--- src/rtl/serial_chunk_adder.sv ---
`default_nettype none
// ============================================================================
//  Module   : serial_chunk_adder
//  Purpose  : Multi-cycle adder. Adds two WIDTH-bit operands plus a carry-in
//             CHUNK bits per clock using one CHUNK-bit adder slice and a
//             registered carry. Valid/ready handshakes on both sides.
//  Ports    : clk, rst_n (async, active-low)
//             in_valid / in_ready / a / b / cin     - operand side
//             out_valid / out_ready / sum / cout    - result side
//             ovf (only with SERIAL_ADDER_OVF_EN)   - signed overflow flag
//  Options  : `define SERIAL_ADDER_OVF_EN to add the two's-complement
//             overflow output ovf, registered with the final chunk.
//  Revision : 1.0 - initial release
// ============================================================================
module serial_chunk_adder #(
    parameter int WIDTH = 16,
    parameter int CHUNK = 4
) (
    input  logic             clk,
    input  logic             rst_n,
    input  logic             in_valid,
    output logic             in_ready,
    input  logic [WIDTH-1:0] a,
    input  logic [WIDTH-1:0] b,
    input  logic             cin,
    output logic             out_valid,
    input  logic             out_ready,
    output logic [WIDTH-1:0] sum,
    output logic             cout
`ifdef SERIAL_ADDER_OVF_EN
    ,
    output logic             ovf
`endif
);

    localparam int NCHUNK = WIDTH / CHUNK;
    localparam int CNT_W  = (NCHUNK > 1) ? $clog2(NCHUNK) : 1;

    typedef enum logic [1:0] {
        S_IDLE = 2'd0,
        S_BUSY = 2'd1,
        S_DONE = 2'd2
    } state_t;

    state_t             state_q,     state_d;
    logic [WIDTH-1:0]   a_sh_q,      a_sh_d;
    logic [WIDTH-1:0]   b_sh_q,      b_sh_d;
    logic [WIDTH-1:0]   sum_q,       sum_d;
    logic               carry_q,     carry_d;
    logic               cout_q,      cout_d;
    logic [CNT_W-1:0]   cnt_q,       cnt_d;
    logic               in_ready_q,  in_ready_d;
    logic               out_valid_q, out_valid_d;
`ifdef SERIAL_ADDER_OVF_EN
    logic               a_msb_q,     a_msb_d;
    logic               b_msb_q,     b_msb_d;
    logic               ovf_q,       ovf_d;
`endif

    // The single shared adder slice: low chunk of each operand plus carry.
    logic [CHUNK:0]     w_slice;
    logic [WIDTH-1:0]   w_sum_next;
    logic               w_last;

    assign w_slice = {1'b0, a_sh_q[CHUNK-1:0]}
                   + {1'b0, b_sh_q[CHUNK-1:0]}
                   + {{CHUNK{1'b0}}, carry_q};

    assign w_last = (cnt_q == CNT_W'(NCHUNK - 1));

    // New chunk enters at the MSB end, so after NCHUNK cycles the first
    // chunk computed has travelled down to [CHUNK-1:0].
    generate
        if (CHUNK == WIDTH) begin : g_sum_full
            assign w_sum_next = w_slice[CHUNK-1:0];
        end else begin : g_sum_part
            assign w_sum_next = {w_slice[CHUNK-1:0], sum_q[WIDTH-1:CHUNK]};
        end
    endgenerate

    always_comb begin
        state_d     = state_q;
        a_sh_d      = a_sh_q;
        b_sh_d      = b_sh_q;
        sum_d       = sum_q;
        carry_d     = carry_q;
        cout_d      = cout_q;
        cnt_d       = cnt_q;
        in_ready_d  = in_ready_q;
        out_valid_d = out_valid_q;
`ifdef SERIAL_ADDER_OVF_EN
        a_msb_d     = a_msb_q;
        b_msb_d     = b_msb_q;
        ovf_d       = ovf_q;
`endif
        case (state_q)
            S_IDLE: begin
                if (in_valid) begin
                    a_sh_d     = a;
                    b_sh_d     = b;
                    carry_d    = cin;   // each operation starts from its own cin
                    cnt_d      = '0;
                    in_ready_d = 1'b0;
                    state_d    = S_BUSY;
`ifdef SERIAL_ADDER_OVF_EN
                    a_msb_d    = a[WIDTH-1];
                    b_msb_d    = b[WIDTH-1];
`endif
                end
            end
            S_BUSY: begin
                a_sh_d  = a_sh_q >> CHUNK;
                b_sh_d  = b_sh_q >> CHUNK;
                sum_d   = w_sum_next;
                carry_d = w_slice[CHUNK];
                cnt_d   = cnt_q + CNT_W'(1);
                if (w_last) begin
                    cout_d      = w_slice[CHUNK];
                    out_valid_d = 1'b1;
                    state_d     = S_DONE;
`ifdef SERIAL_ADDER_OVF_EN
                    // Final slice MSB is the sum MSB.
                    ovf_d = (a_msb_q == b_msb_q) && (w_slice[CHUNK-1] != a_msb_q);
`endif
                end
            end
            S_DONE: begin
                if (out_ready) begin
                    out_valid_d = 1'b0;
                    in_ready_d  = 1'b1;
                    state_d     = S_IDLE;
                end
            end
            default: begin
                out_valid_d = 1'b0;
                in_ready_d  = 1'b1;
                state_d     = S_IDLE;
            end
        endcase
    end

    always_ff @(posedge clk or negedge rst_n) begin
        if (!rst_n) begin
            state_q     <= S_IDLE;
            a_sh_q      <= '0;
            b_sh_q      <= '0;
            sum_q       <= '0;
            carry_q     <= 1'b0;
            cout_q      <= 1'b0;
            cnt_q       <= '0;
            in_ready_q  <= 1'b1;   // ready is visible even while in reset
            out_valid_q <= 1'b0;
`ifdef SERIAL_ADDER_OVF_EN
            a_msb_q     <= 1'b0;
            b_msb_q     <= 1'b0;
            ovf_q       <= 1'b0;
`endif
        end else begin
            state_q     <= state_d;
            a_sh_q      <= a_sh_d;
            b_sh_q      <= b_sh_d;
            sum_q       <= sum_d;
            carry_q     <= carry_d;
            cout_q      <= cout_d;
            cnt_q       <= cnt_d;
            in_ready_q  <= in_ready_d;
            out_valid_q <= out_valid_d;
`ifdef SERIAL_ADDER_OVF_EN
            a_msb_q     <= a_msb_d;
            b_msb_q     <= b_msb_d;
            ovf_q       <= ovf_d;
`endif
        end
    end

    assign in_ready  = in_ready_q;
    assign out_valid = out_valid_q;
    assign sum       = sum_q;
    assign cout      = cout_q;
`ifdef SERIAL_ADDER_OVF_EN
    assign ovf       = ovf_q;
`endif

endmodule
`default_nettype wire
--- config.mk ---
export PLATFORM = sky130hd
export DESIGN_NAME = serial_chunk_adder
export DESIGN_NICKNAME = d
export VERILOG_FILES = /design/src/rtl/serial_chunk_adder.sv
export SDC_FILE = /design/constraint.sdc
export NUM_CORES = 1
export LEC_CHECK = 0
export ABC_AREA = 0
export BUFFER_PORTS_ARGS = -buffer_cell sky130_fd_sc_hd__buf_2
export CORE_MARGIN = 4
export CORE_UTILIZATION = 30
export CTS_BUF_LIST = sky130_fd_sc_hd__clkbuf_2
export DETAILED_ROUTE_END_ITERATION = 16
export GPL_TIMING_DRIVEN = 0
export HOLD_SLACK_MARGIN = 0.02
export SYNTH_ARGS = -nofsm -noshare
export SYNTH_HDL_FRONTEND = slang
export SYNTH_SLANG_ARGS = --single-unit
--- constraint.sdc ---
create_clock -name clk -period 3.2 [get_ports clk]
set_clock_uncertainty 0.1 [all_clocks]
set_input_delay 0.16 -clock clk [delete_from_list [all_inputs] [get_ports clk]]
set_output_delay 0.16 -clock clk [all_outputs]
set_load 0.02 [all_outputs]
# ---- Word-level counts from Yosys, hierarchy flattened
# Cells that the tools add are included.
dict set report word_totals {
  ff_bits 56
  input_bits 37
  output_inout_bits 19
  wordCells 45
}
dict set report op_classes {
  n_addsub 3
  eq_ne 6
  mux 18
  bitwise_logic 2
  reduce_logical 7
}
# operator count
set ops {}
lappend ops {{16-bit one-hot mux with 2 select lines} 2}
lappend ops {{16-bit 2-to-1 mux} 2}
lappend ops {{3-bit AND reduction} 3}
lappend ops {{2-bit 2-to-1 mux} 4}
lappend ops {{2-bit inequality test, second input constant} 3}
lappend ops {{1-bit one-hot mux with 3 select lines} 2}
lappend ops {{2-bit one-hot mux with 3 select lines} 1}
lappend ops {{4-bit by 4-bit adder with 5-bit output} 1}
lappend ops {{5-bit by 1-bit adder with 5-bit output} 1}
lappend ops {{1-bit 2-to-1 mux} 5}
lappend ops {{2-bit equality test, second input constant} 2}
lappend ops {{2-bit one-hot mux with 2 select lines} 1}
lappend ops {{2-bit AND reduction} 2}
lappend ops {{2-bit by 1-bit adder with 2-bit output, second input constant} 1}
lappend ops {{2-bit by 1-bit equality test with 1-bit output, second input constant} 1}
lappend ops {{2-bit zero test} 1}
lappend ops {{1-bit inverter} 2}
lappend ops {{1-bit one-hot mux with 2 select lines} 1}
lappend ops {{2-bit nonzero test} 1}

# ---- Logic depth before layout (Yosys ltp)
dict set report logic_depth {
  depth_word 3
  ltp_mapped 6
  depth_no_buf 5
}

# ---- Worst setup path before layout
# No wires, ideal clock.
dict set report synth_path {
  path_kind {reg-to-reg}
  startpoint {reg a_sh_q[0]}
  endpoint {reg cout_q, in the netlist cout}
  setup_time_ns 0.130
  t_arrival_ns 1.664
  required_ns 2.970
  setup_slack_ns 1.305
  path_stages_with_launch 6
  n_path_buf 0
  period_less_slack_ns 1.895
  cell_sequence {dfrtp_1 > fa_1 > fa_1 > a21o_1 > a21oi_1 > a31oi_1}
}
dict set report synth_via {
  elab_chain_len 2
}
# item line_no
set synth_rtl {}
lappend synth_rtl {{start, declared} 46} ;# logic [WIDTH-1:0] a_sh_q, a_sh_d;
lappend synth_rtl {{start signal, assigned} 160} ;# a_sh_q <= a_sh_d;
lappend synth_rtl {{4-bit by 4-bit adder with 5-bit output} 66} ;# + {1'b0, b_sh_q[CHUNK-1:0]}
lappend synth_rtl {{5-bit by 1-bit adder with 5-bit output} 67} ;# + {{CHUNK{1'b0}}, carry_q};
lappend synth_rtl {{end signal, assigned} 164} ;# cout_q <= cout_d;
lappend synth_rtl {{end, declared} 50} ;# logic cout_q, cout_d;
# Every way passes these cells.
# A chain may end at the register's enable or synchronous reset.

# ---- Worst setup path after layout
# Ends and elaborated chain as after synthesis.

==> metrics.yaml <==
die_h_microns: 105
ff2ff_setup_slack_ps: 1060
wire_per_inst_microns: 14.5
dp_hpwl_microns: 4950
fmax_mhz: 468
die-area_sq_um: 10900
row_count: 34
crit_required_ps: 3460
drv_slew: 0
start_util: 0.314
root_buffer: "clkbuf_2"
crit_path_end: "cout"
slowest_stage: "dfrtp_1"
status: "completed"
clkTransAtPathRegs_ps: 290
grt_pass1_vias: 2384
drc_errors: 0
synth-seq-cells: 56
numCtsBuffers: 5
yosysUniqueCellTypes: 33
relSlewSlack: 0.518
fin_hold_ws_ps: 17.0
ys_seq_area_frac: 0.502
r2r-start: "a_sh_q[0]"
crit_cells: 5
final_nets: 429
syn_area_sq_um: 2790
h-tree-depth: 2
p_leak_uw: 0.00176
startpoint: "a_sh_q[0]"
routed_wl_microns: 7150
hp-class: "in2reg"
max-vdd-ir-drop_mv: 0.403
critPathMaxFanout: 3
powerDensity_nw_per_um2: 860
cts_sinks: 56
p_comb_frac: 0.492
synth_edf_count: 0
period_share: 0.668
p_seq_frac: 0.394
synth_cells: 290
clockPowerShare: 0.114
timing.rr.end: "cout"
synth.area.mux_share: 0.0107
path_common_cell: "fa_1"
cp_top_family: "adder cells"
die_w_microns: 105
crit_buf_inv: 0
grt_max_degree: 57
internal_power_uw: 1780
ys.flop_type: "dfrtp_1"
n_antenna_cell: 0
synth_commonest_cells: "nand2_1 (60), dfrtp_1 (55), a21oi_1 (36)"
critPathArrivalTime_ps: 2400
viasPerCell: 4.80
cts_tree: "yes"
avgSynthCellArea_sq_um: 9.63
gr-total-overflow: 0
synth_fp_nets: 333
cts_buffer_depth: 2
synth_top_cell_by_area: "dfrtp_1"
synth-async-reset-ratio: 1.00
synth_compound_area_frac: 0.203
final_layout_size_suffix_gt1_frac: 0.214
drtIter0Drc: 94
p_switching_uw: 1330
core_sq_um: 8890
antenna_found_initial: 0
ant_nets: 0
cts_resized: 0
cts_setup_buffers: 0
fin_setup_tns_ps: 0
drtPass1Iterations: 4
synth_top_family_by_area: "compound AO/OA/AOI/OAI gates"
setup.worst_path.end_class: "flop"
clk_latency_ps: 450
crit_chain: "fa_1 -> fa_1 -> a21o_1 -> a21oi_1 -> a31oi_1"
cp-start-kind: "flop"
maxCapViolCount: 0
postCtsHoldBufs: 34
synthAdderAreaFrac: 0.0322
syn_to_final_growth_pct: 29.2
path_class: "reg2reg"
fin_crit_ps: 2140
synth-simple-area-share: 0.193
synth_top_area_frac: 0.493
grt_first_pass_wirelength_microns: 12100
synth_xor_area_frac: 0.00313
critPathMaxStageDelay_ps: 480
ys_top_cells_by_area: "dfrtp_1 (49%), nand2_1 (8.1%), a21oi_1 (6.4%)"
rsz0062_at_grt: "no"
dr_total_vias: 2378
r2r_cells: 5
io_buffers: 55
grt_util_all_layers: 0.135
finalHoldViolations: 0
num_io_pins: 56
finalSetupViolations: 0
place_congestion: 0.791
tightest_slew_ps: 722
swShare: 0.427
post-synth-top-count-cell: "nand2_1"
yosysWarningCount: 0
-- final cells by class --
type                    count  area (sq um)
flip-flops and latches     56          1400
plain buffers              21           149
inverters                   2          7.51
repair buffers             89           618
fillers                   883          5280
clock inverters             3          37.5
clock buffers               5          25.0
multi-input cells         211          1230
well taps                 108           135
-- metal layers --
layer | global-route usage | vias up | share of wire
met5 | 0 | - | 0
met4 | 0.0199 | 0 | 0.0039
met3 | 0.0298 | 2 | 0.048
met2 | 0.219 | 55 | 0.47
met1 | 0.189 | 1134 | 0.48
li1 | - | 1187 | -
-- how the worst min path moves through the flow --
stage / endpoint / from / depth (start not counted)
6_report: b_sh_q[4] / b[4] / 4
5_1_grt: b_sh_q[4] / b[4] / 4
4_1_cts: b_sh_q[4] / b[4] / 4
3_5_place_dp: a_sh_q[13] / a[13] / 3
3_3_place_gp: a_sh_q[3] / a[3] / 3
2_1_floorplan: a_sh_q[0] / rst_n / 0
-- logic make-up (layout without fill, tap and decap cells) --
logic type | Yosys count | count (layout)
muxes | 3 | 3
AOI/OAI and AO/OA | 98 | 98
and+or+nand+nor | 103 | 103
xor gates and xnor gates | 1 | 1
DFF | 56 | 56
adders and majority gates | 6 | 6
buffers and inverters | 23 | 120
-- per-stage QoR --
step                power (uW)  instance area [sq um]  utilization  worst slack [ps]  std cells
finish                    3100                   3610        0.406              1060        495
global route              3370                   3610        0.406               977        495
CTS                       3120                   3610        0.406              1060        495
detailed placement        2740                   3200        0.360              1120        453
global placement          2700                   3200        0.360              1130        453
floorplan                 2290                   2790            -              1310        290
-- power by group through the flow --
stage	clock network, uW	registers, uW	logic [uW]
3_5_place_dp	0	1240	1500
3_3_place_gp	0	1230	1470
6_report	355	1220	1530
5_1_grt	396	1270	1700
2_1_floorplan	0	1330	966
4_1_cts	358	1220	1540
-- state kept, by name, indices dropped and copies added (netlist names) --
signal and cells:
state_q 2, a_sh_q 16, cnt_q 2, in_ready 1, carry_q 1, cout 1
b_sh_q 16, out_valid 1, sum 16
-- worst register-to-register path: stages (launching register included) --
cell	delay (ps)
dfrtp_1	480
fa_1	480
fa_1	420
a21o_1	190
a21oi_1	250
a31oi_1	120
-- layout by cell type, fill, tap and decap left out, types with 2 or more instances in the layout --
master,netlist,final
o21ai_1,11,11
ha_1,4,4
a21oi_1,36,36
nor2b_1,14,14
buf_4,5,6
clkbuf_1,5,5
dlygate4sd3_1,0,34
and2b_1,13,13
o21ai_0,25,25
mux2i_1,3,3
and3b_1,5,5
clkbuf_2,0,5
buf_2,5,59
clkinv_1,0,2
nand2_1,60,60
nor2_1,4,4
inv_1,2,2
buf_6,6,6
dfrtp_1,55,55
fa_1,2,2
nor4bb_1,2,2
a22oi_1,19,19
No activity file was read; power rests on OpenSTA's default activity.
